[config.mk]
export PLATFORM = sky130hd
export DESIGN_NAME = mux_select_scanner
export DESIGN_NICKNAME = d
export VERILOG_FILES = /design/src/rtl/mux_scan_pkg.sv /design/src/rtl/rr_pick.sv /design/src/rtl/mux_select_scanner.sv
export SDC_FILE = /design/constraint.sdc
export NUM_CORES = 1
export LEC_CHECK = 0
export CORE_MARGIN = 4
export CORE_UTILIZATION = 55
export DETAILED_ROUTE_END_ITERATION = 10
export GPL_TIMING_DRIVEN = 0
export PLACE_DENSITY = 0.87
export SKIP_LAST_GASP = 1
export SYNTH_ARGS = -nofsm -noshare
export SYNTH_HDL_FRONTEND = slang
export SYNTH_SLANG_ARGS = --single-unit
export TNS_END_PERCENT = 50
[constraint.sdc]
create_clock -name clk -period 4.8 [get_ports clk]
set_input_delay 0.96 -clock clk [delete_from_list [all_inputs] [get_ports clk]]
set_output_delay 0.96 -clock clk [all_outputs]
set_load 0.02 [all_outputs]
[src/rtl/mux_scan_pkg.sv]
// Shared types for the mux select scanner: FSM states, channel count, select index.
// Combinational definitions only; no latency or flow control of its own.
package mux_scan_pkg;
  localparam int N_CH = 4;

  typedef logic [1:0] sel_t;

  typedef enum logic [1:0] {
    IDLE     = 2'd0,
    HOLD     = 2'd1,
    WAIT_ACK = 2'd2
  } state_t;
endpackage

[src/rtl/rr_pick.sv]
// Round-robin picker: first set request after 'last', wrapping 3->0; zero latency.
// Purely combinational; 'any' is low when no channel requests.
module rr_pick
  import mux_scan_pkg::*;
(
  input  logic [N_CH-1:0] req,
  input  sel_t            last,
  output sel_t            grant,
  output logic            any
);

  sel_t idx;

  // Walk offsets from farthest to nearest so the nearest requester wins.
  always_comb begin
    grant = last;
    any   = 1'b0;
    idx   = last;
    for (int i = N_CH; i >= 1; i--) begin
      idx = last + 2'(i);
      if (req[idx]) begin
        grant = idx;
        any   = 1'b1;
      end
    end
  end

endmodule

[src/rtl/mux_select_scanner.sv]
// Scans requesting mux inputs round-robin; valid rises DWELL cycles after select changes.
// Holds select and valid until ack or TIMEOUT cycles pass, then flags sticky err.
module mux_select_scanner
  import mux_scan_pkg::*;
#(
  parameter int DWELL   = 4,
  parameter int TIMEOUT = 16
) (
  input  logic            clk,
  input  logic            rst,
  input  logic            en,
  input  logic [N_CH-1:0] req,
  input  logic            ack,
  output logic            s1,
  output logic            s0,
  output logic            valid,
  output logic            err
);

  localparam logic [3:0] DWELL_LD = 4'(DWELL - 1);
  localparam logic [7:0] TMO_LD   = 8'(TIMEOUT - 1);

  state_t     state_q, state_d;
  sel_t       sel_q, sel_d;
  sel_t       last_q, last_d;
  logic [3:0] dwell_q, dwell_d;
  logic [7:0] tmo_q, tmo_d;
  logic       valid_q, valid_d;
  logic       err_q, err_d;

  sel_t       grant;
  logic       any;

  rr_pick u_rr_pick (
    .req   (req),
    .last  (last_q),
    .grant (grant),
    .any   (any)
  );

  always_comb begin
    state_d = state_q;
    sel_d   = sel_q;
    last_d  = last_q;
    dwell_d = dwell_q;
    tmo_d   = tmo_q;
    valid_d = valid_q;
    err_d   = err_q;
    case (state_q)
      IDLE: begin
        valid_d = 1'b0;
        if (en && any) begin
          sel_d   = grant;
          dwell_d = DWELL_LD;
          state_d = HOLD;
        end
      end
      HOLD: begin
        // Abort leaves last untouched so the same channel is granted again.
        if (!en) begin
          state_d = IDLE;
        end else if (dwell_q == 4'd0) begin
          valid_d = 1'b1;
          tmo_d   = TMO_LD;
          state_d = WAIT_ACK;
        end else begin
          dwell_d = dwell_q - 4'd1;
        end
      end
      WAIT_ACK: begin
        if (ack) begin
          valid_d = 1'b0;
          last_d  = sel_q;
          state_d = IDLE;
        end else if (tmo_q == 8'd0) begin
          valid_d = 1'b0;
          err_d   = 1'b1;
          last_d  = sel_q;
          state_d = IDLE;
        end else begin
          tmo_d = tmo_q - 8'd1;
        end
      end
      default: begin
        valid_d = 1'b0;
        state_d = IDLE;
      end
    endcase
  end

  always_ff @(posedge clk or posedge rst) begin
    if (rst) begin
      state_q <= IDLE;
      sel_q   <= 2'd0;
      last_q  <= 2'd3;
      dwell_q <= 4'd0;
      tmo_q   <= 8'd0;
      valid_q <= 1'b0;
      err_q   <= 1'b0;
    end else begin
      state_q <= state_d;
      sel_q   <= sel_d;
      last_q  <= last_d;
      dwell_q <= dwell_d;
      tmo_q   <= tmo_d;
      valid_q <= valid_d;
      err_q   <= err_d;
    end
  end

  assign s1    = sel_q[1];
  assign s0    = sel_q[0];
  assign valid = valid_q;
  assign err   = err_q;

endmodule

Word level (Yosys, flattened, before mapping):

Cells that the tools add are included.

* bits in registers: 20
* latch bits: 0
* memory bits (writable): 0
* memory bits (read-only): 0
* bits of input ports: 8
* output and inout bits: 4
* memories: 0

* add/subtract/negate cells: 5
* multiply operators: 0
* div/mod/pow operators: 0
* order comparisons: 4
* equal/unequal tests: 10
* shift operators: 0
* mux-type cells: 37
* bitwise logic cells: 1
* reductions and logical operators: 14

Operators by type and width (number)
* $mux 8: 4
* $mux 2: 10
* $pmux 8 s2: 1
* $lt 2x3->1 const B: 4
* $mux 1: 12
* $mux 4: 3
* $ne 2x2->1 const B: 6
* $reduce_and 3->1: 3
* $bmux 1 s2: 4
* $logic_not 8->1: 1
* $pmux 4 s2: 1
* $sub 8x1->8 const B: 1
* $ne 3x3->1 const B: 2
* $pmux 2 s3: 1
* $reduce_bool 2->1: 3
* $reduce_and 5->1: 1
* $add 2x2->2 const B: 2
* $logic_not 4->1: 1
* $reduce_and 2->1: 2
* $reduce_and 4->1: 1
* $sub 4x1->4 const B: 1
* $add 2x1->2 const B: 1
* $eq 2x1->1 const B: 1
* $eq 2x2->1 const B: 1
* other kinds (4): 4

Logic depth before layout (Yosys ltp):

Gate-level depths: netlist of run 1.

* depth in word-level cells: 9
* depth in mapped cells: 6
* mapped depth without buffers: 6

Modules after synthesis:

Synthesis of run 1 repeated with hierarchy kept, for this count alone.

* cell total of the unflattened synthesis: 114
* area, all modules: 1132.3 um^2

By module, submodules not included
* mux_select_scanner: times used 1, cells each 100, area each 1049.8 um^2, seq. area each 503.0 um^2
* rr_pick: times used 1, cells each 14, area each 82.6 um^2, seq. area each 0.0 um^2

Worst setup path before layout of run 1:

OpenSTA, ideal clock, no wires.

* path type: input-to-reg
* from: input req[0]
* to: register sel_q[0]
* library setup time: 0.125 ns
* data arrival time: 1.900 ns
* data required time: 4.675 ns
* slack: 2.775 ns
* stages: 3
* buffers on the path: 0
* cell sequence: or4_4 > nand2_1 > mux2_2

* word-level cells in the longest chain between the ends: 8
* elaborated cells between the ends (all ways): 17

RTL lines
* start, declared: line mux_select_scanner.sv:12 `input logic [N_CH-1:0] req,`
* $bmux 1 s2: line rr_pick.sv:21 `if (req[idx]) begin`
* $mux 1 (implied by the code): line rr_pick.sv:21
* $mux 1 (4 in a row): line rr_pick.sv:21
* $logic_and 1x1->1: line mux_select_scanner.sv:52 `if (en && any) begin`
* $reduce_and 2->1 (no line)
* end signal, assigned: line mux_select_scanner.sv:102 `sel_q <= sel_d;`
* end, declared: line mux_select_scanner.sv:24 `sel_t sel_q, sel_d;`

Parallel ways exist; a longest one is shown, timed or not. The select of a mux whose other input is x is not followed.
A chain may end at the register's enable or synchronous reset.

Final worst setup path of run 1:

* from: register sel_q[0]
* to: output s0

RTL lines
* end, declared: line mux_select_scanner.sv:15 `output logic s0,`

No word-level cell between the ends.

==> results of run 1 <==
[metrics by stage]
| step | hold slack, ns | instance area (um^2) |
|---|---|---|
| after floorplan | 0.4802 | 1124 |
| after global routing | 0.5205 | 1304 |
| after global placement | 0.4568 | 1267 |
| final | 0.4903 | 1304 |
| after CTS | 0.5002 | 1304 |
| after detailed placement | 0.4750 | 1267 |
[sequential cells by signal, indices dropped and copies added (netlist names)]
register  flops
tmo_q         8
err           1
valid         1
dwell_q       4
state_q       2
last_q        2
sel_q         2
[where the power goes]
part	leakage (nW)	total [mW]	internal, mW	switching (mW)
logic	0.341	0.175	0.0885	0.0868
registers	0.244	0.258	0.212	0.0452
clock network	0.0210	0.0961	0.0464	0.0498
total	0.606	0.529	0.347	0.182
[how the worst min path moves through the flow]
| stage | startpoint | end | slack, ns | cells past startpoint |
|---|---|---|---|---|
| floorplan | tmo_q[6] | tmo_q[6] | 0.48 | 1 |
| global placement | err | err | 0.46 | 1 |
| detailed placement | err | err | 0.47 | 1 |
| CTS | err | err | 0.50 | 1 |
| global route | err | err | 0.52 | 1 |
| finish | err | err | 0.49 | 1 |
[metal layers]
layer / up-vias / track usage / part of all wire / wire length (um)
met2: 14 / 0.2857 / 0.49 / 947
met1: 395 / 0.1975 / 0.45 / 875
li1: 426 / - / - / -
met5: - / 0 / 0 / 0
met4: 0 / 0.06383 / 0.015 / 29
met3: 2 / 0.05070 / 0.044 / 86
[layout by cell type, fill, tap and decap left out, types with 2 or more instances in the layout]
cell / synthesis / routed
nand2b_1: 2 / 2
a31oi_1: 3 / 3
or3_1: 2 / 2
nor3b_2: 2 / 2
a22o_1: 2 / 2
inv_1: 10 / 10
a22oi_1: 3 / 3
o22ai_1: 2 / 2
mux2i_1: 3 / 3
o21ai_1: 3 / 3
dfstp_2: 2 / 2
a21oi_1: 4 / 4
ha_1: 3 / 3
dfrtp_1: 18 / 18
a21o_1: 2 / 2
nand3_1: 5 / 5
nand2_1: 5 / 5
mux2_1: 4 / 4
clkdlybuf4s50_1: 0 / 11
a211oi_1: 2 / 2
clkbuf_4: 0 / 3
nor2_1: 6 / 6
nor3_1: 3 / 3
[logic make-up after synthesis]
group	share of synthesized area
compound gates	0.1782
buf+inv	0.04120
simple gates	0.2227
flops	0.4477
mux	0.07683
fa+ha+maj	0.03341
[area by class of cell]
type                            count  share of cell area
Sequential cell                    20              0.3858
Tap cell                           27             0.02591
Clock buffer                        4             0.02783
Inverter                           10             0.02879
Buffer                              2            0.006718
Multi-Input combinational cell     75              0.4405
Timing Repair Buffer               11             0.08445
==> run_results.csv, run 1 <==
group,metric,value,unit
status,status,"finished clean",
synthesis,synth_top_cell_by_area,"dfrtp_1",
worst_setup_path,critPathCaptureType,"primary output",
timing,drv_slew,0,
drt,drt_iter0_drc,19,
global_routing,grt_max_degree,21,
synthesis,yosysTopAreaCellShare,0.4009,
worst_setup_path,r2r_slack,2.98,ns
synthesis,yosysWarnings,0,
flow_run,cap_violations,0,
synthesis,synth_commonest_cells,"dfrtp_1, inv_1, nor2_1, nand2_1, nand3_1",
drt,wl_per_cell,13.02,um
cells_and_area,post_layout_nonfiller_instances,149,
drt,detail-route-antenna-nets,0,
synthesis,async_reset_ff_frac,1.000,
worst_setup_path,crit_end,"s0",
drt,vias_per_cell,5.617,
global_routing,grt_pass1_vias,755,
timing,finalSetupTns,0,ns
synthesis,syn_area,1124,um^2
cells_and_area,multi_input_area,574.3,um^2
placement,dp_hpwl,1539,um
global_routing,grt_usage,0.1686,
placement,gp_congestion,0.7828,
worst_setup_path,cp-startpoint,"sel_q[0]",
worst_setup_path,cp_max_fo,3,
drt,remaining_drc_errors,0,
placement,dp_cells,145,
pwr,leakage,0.6059,nW
synthesis,synthFlopType,"dfrtp_1",
synthesis,synth_area_leaders,"dfrtp_1, dfstp_2, mux2_1",
hold_path,hp-class,"reg -> reg",
timing,post-route-period-util,0.4719,
floorplan,design.die.area,2830,um^2
timing,slew_headroom,0.5232,
clock_network,postCtsHoldBufs,0,
clock_network,cts.path.max_buffers,2,
floorplan,start_util,0.5786,
clock_network,cts_sinks,20,
floorplan,die_w,53.20,um
timing,final-setup-viol-count,0,
cells_and_area,syn2layout_area_growth,16.04,%
clock_network,cts_setup_buffers,0,
worst_setup_path,crit_buf_inv,1,
pwr,ir_drop,0.2286,mV
floorplan,die_y,53.20,um
worst_setup_path,critPathRequiredTime,3.84,ns
worst_setup_path,cp_cell_sequence,"clkdlybuf4s50_1",
cells_and_area,antennaDiodeCount,0,
worst_setup_path,reg2reg_from,"tmo_q[0]",
global_routing,grt_pass1_wl,3360,um
timing,worst_slack,2.535,ns
synthesis,synth_edf_count,0,
floorplan,design.portCount,12,
synthesis,synth.avg_cell_area,10.50,um^2
placement,pre_cts_ws,2.244,ns
cells_and_area,drive_gt1_frac,0.1475,
cells_and_area,register_area,503.0,um^2
synthesis,yosysMostFrequentCell,"dfrtp_1",
worst_setup_path,worstSetupPathType,"reg -> out",
pwr,p_per_area,405.7,nW/um^2
drt,first_pass_iters,4,
cells_and_area,finalNetCount,134,
pwr,p_total,529.0,uW
cells_and_area,utilization,0.6714,
global_routing,grt_overflow,0,
clock_network,cts.htree.levels,1,
worst_setup_path,critPathTopFamily,"buffers and inverters",
worst_setup_path,cpPeakStageDelay,0.61,ns
timing,fmax,441.5,MHz
clock_network,clk_pin_slew,0.10,ns
clock_network,cts.repair.resized,0,
clock_network,clk_latency,0.30,ns
clock_network,cts_inserted_buffers,3,
clock_network,cts_root_buf,"clkbuf_4",
timing,worst_pin_slew,0.7144,ns
worst_setup_path,crit_cells,1,
synthesis,synth_nets,118,
worst_setup_path,worstPathArrival,1.31,ns
synthesis,syn_inst,107,
timing,finalHoldViolations,0,
worst_setup_path,slowest_stage,"clkdlybuf4s50_1",
synthesis,ys_seq_area_frac,0.4477,
worst_setup_path,reg2reg_depth,6,
worst_setup_path,cp-start-kind,"flop",
drt,vias,837,
timing,rsz0062_at_grt,"false",
floorplan,rows,16,
timing,fin_crit,2.265,ns
drt,drt_wl_total,1940,um
placement,portBuffers,11,
worst_setup_path,r2r_end,"last_q[0]",
synthesis,synthDistinctLibCells,42,
synthesis,ys_ff_latch,20,
global_routing,antenna_found_initial,0,
cells_and_area,fillers,161,
floorplan,coreArea,1942,um^2
timing,fin_skew,0.001045,ns
clock_network,cts_tree,"built",
Note: power is estimated with default switching activity, not from simulation.
==> run 2, diff against run 1 <==
--- a/config.mk
+++ b/config.mk
@@ -6,10 +6,10 @@
 export NUM_CORES = 1
 export LEC_CHECK = 0
 export CORE_MARGIN = 4
-export CORE_UTILIZATION = 55
+export CORE_UTILIZATION = 49
 export DETAILED_ROUTE_END_ITERATION = 10
 export GPL_TIMING_DRIVEN = 0
-export PLACE_DENSITY = 0.87
+export PLACE_DENSITY = 0.82
 export SKIP_LAST_GASP = 1
 export SYNTH_ARGS = -nofsm -noshare
 export SYNTH_HDL_FRONTEND = slang
==> constraint.sdc (replaced) <==
create_clock -name clk -period 1.9 [get_ports clk]
set_input_delay 0.38 -clock clk [delete_from_list [all_inputs] [get_ports clk]]
set_output_delay 0.38 -clock clk [all_outputs]
set_load 0.02 [all_outputs]
==> run 2 against run 1 <==
  * Via count up 5.7%
  * Clock power grew to 2.6 times the previous value
  * Critical endpoint is now tmo_q[1]
  * Critical path type is now reg -> reg
  * Global-route usage shrank 2.3 points
  * Sequential share of layout area is 0.22 points lower
  * Wire length grew 6.0%
  * Non-clock buffer count unchanged
==> run_results.csv, run 2 (same netlist as run 1, synthesis figures left out) <==
group,metric,value,unit
cells_and_area,top_regs,"tmo_q x8, dwell_q x4",
cells_and_area,fillers,175,
placement,place_area,1269,um^2
timing,worst_pin_slew,0.7391,ns
drt,vias_per_cell,5.900,
global_routing,grt_use_met2,0.2399,
worst_setup_path,cpPeakStageDelay,0.40,ns
timing,post-route-period-util,0.9354,
drt,remaining_drc_errors,0,
worst_setup_path,worstSetupPathType,"reg -> reg",
timing,fin_crit,1.777,ns
cells_and_area,antennaDiodeCount,0,
floorplan,coreArea,2191,um^2
global_routing,grt_pass1_vias,841,
flow_run,cap_violations,0,
global_routing,met1_usage,0.1802,
pwr,p_total,1.353,mW
clock_network,cts_setup_buffers,0,
floorplan,die_y,55.89,um
worst_setup_path,crit_buf_inv,1,
worst_setup_path,cp_max_fo,6,
floorplan,design.die.area,3123,um^2
hold_path,hp-class,"in -> async",
clock_network,cts_sinks,20,
drt,wl_per_cell,13.71,um
placement,dp_hpwl,1566,um
drt,vias,885,
floorplan,start_util,0.5129,
worst_setup_path,critPathRequiredTime,2.12,ns
global_routing,grt_pass1_wl,3615,um
drt,drt_iter0_drc,21,
timing,final-setup-viol-count,0,
cells_and_area,layout_common_cells,"dfrtp_1, clkdlybuf4s50_1, inv_1, nor2_1",
drt,detail-route-antenna-nets,0,
worst_setup_path,worstPathArrival,2.00,ns
clock_network,cts_inserted_buffers,3,
timing,slew_headroom,0.5067,
pwr,leakage,0.6031,nW
floorplan,die_w,55.89,um
clock_network,cts.htree.levels,1,
worst_setup_path,cp_cell_sequence,"inv_1 > ha_1 > nor3b_2 > and3_4 > o22ai_1 > a22oi_1",
timing,finalHoldViolations,0,
global_routing,grt_usage,0.1455,
worst_setup_path,critPathCaptureType,"flop",
timing,drv_slew,0,
clock_network,clk_pin_slew,0.12,ns
worst_setup_path,critPathTopFamily,"simple AND/OR/NAND/NOR gates",
global_routing,use_met3,0.02320,
worst_setup_path,cp-start-kind,"flop",
placement,gp_congestion,0.7925,
floorplan,rows,17,
cells_and_area,final_area,1311,um^2
cells_and_area,drive_gt1_frac,0.1475,
clock_network,cts.path.max_buffers,2,
drt,first_pass_iters,4,
cells_and_area,finalNetCount,134,
global_routing,grt_overflow,0,
pwr,p_per_area,1032,nW/um^2
timing,fmax,562.6,MHz
cells_and_area,largest_reg_flops,8,
global_routing,antenna_found_initial,0,
timing,rsz0062_at_grt,"true",
cells_and_area,regMostFlops,"tmo_q",
placement,portBuffers,11,
worst_setup_path,slowest_stage,"nor3b_2",
cells_and_area,utilization,0.5985,
drt,drt_wl_total,2056,um
clock_network,clk_latency,0.31,ns
cells_and_area,syn2layout_area_growth,16.70,%
cells_and_area,layout_commonest_cell,"dfrtp_1",
pwr,ir_drop,0.6595,mV
clock_network,cts_tree,"built",
global_routing,top_usage_layer,"met2",
floorplan,design.portCount,12,
clock_network,cts_root_buf,"clkbuf_4",
global_routing,grt_max_degree,21,
timing,fin_skew,0.008093,ns
status,status,"finished clean",
-- run 2: final timing paths --
check                      startpoint  endpoint  slack (ns)  depth (start not counted)
max                        dwell_q[0]  tmo_q[1]        0.12                          6
min                               rst       err        0.48                          2
max reg2reg                dwell_q[0]  tmo_q[1]        0.12                          6
min reg2reg                       err       err        0.48                          1
max in group asynchronous         rst  tmo_q[7]        0.95                          2
min in group clk                  err       err        0.48                          1
-- run 2: metrics by stage --
stage / instances / hold slack, ns / worst slack [ns] / setup TNS (ns)
CTS: 150 / 0.4889 / 0.08979 / 0
floorplan: 107 / 0.3423 / 0.2707 / 0
detailed placement: 146 / 0.4611 / -0.08756 / -0.2603
global route: 150 / 0.5208 / -0.009448 / -0.009448
finish: 150 / 0.4830 / 0.1227 / 0
global placement: 146 / 0.4601 / -0.05446 / -0.1435
-- run 2: worst reg2reg max path: stages, from the launching register on --
cell     delay, ns
dfrtp_1       0.39
inv_1         0.12
ha_1          0.22
nor3b_2       0.40
and3_4        0.29
o22ai_1       0.11
a22oi_1       0.16
-- run 2: what timing repair did --
action	CTS	global route
endpoints found under the setup margin	0	4
resized for setup	0	1
hold buffers	0	0
-- run 2: report_power, final --
part,switching [mW],internal (mW)
Sequential,0.117,0.536
Combinational,0.222,0.225
Clock,0.137,0.117
Total,0.475,0.878
-- run 2: area by class of cell --
class / instances / area, um^2 / share of cell area
well taps: 28 / 35.03 / 0.02672
plain buffers: 2 / 8.758 / 0.006679
multi-input cells: 75 / 580.6 / 0.4427
flip-flops and latches: 20 / 503.0 / 0.3836
clock buffers: 4 / 36.28 / 0.02767
repair buffers: 11 / 110.1 / 0.08397
inverters: 10 / 37.54 / 0.02863
-- run 2: layer usage --
| layer | share of wire | wire [um] | vias up |
|---|---|---|---|
| li1 | - | - | 427 |
| met1 | 0.46 | 946 | 434 |
| met2 | 0.48 | 985 | 20 |
| met3 | 0.039 | 80 | 4 |
| met4 | 0.021 | 44 | 0 |
| met5 | 0 | 0 | - |
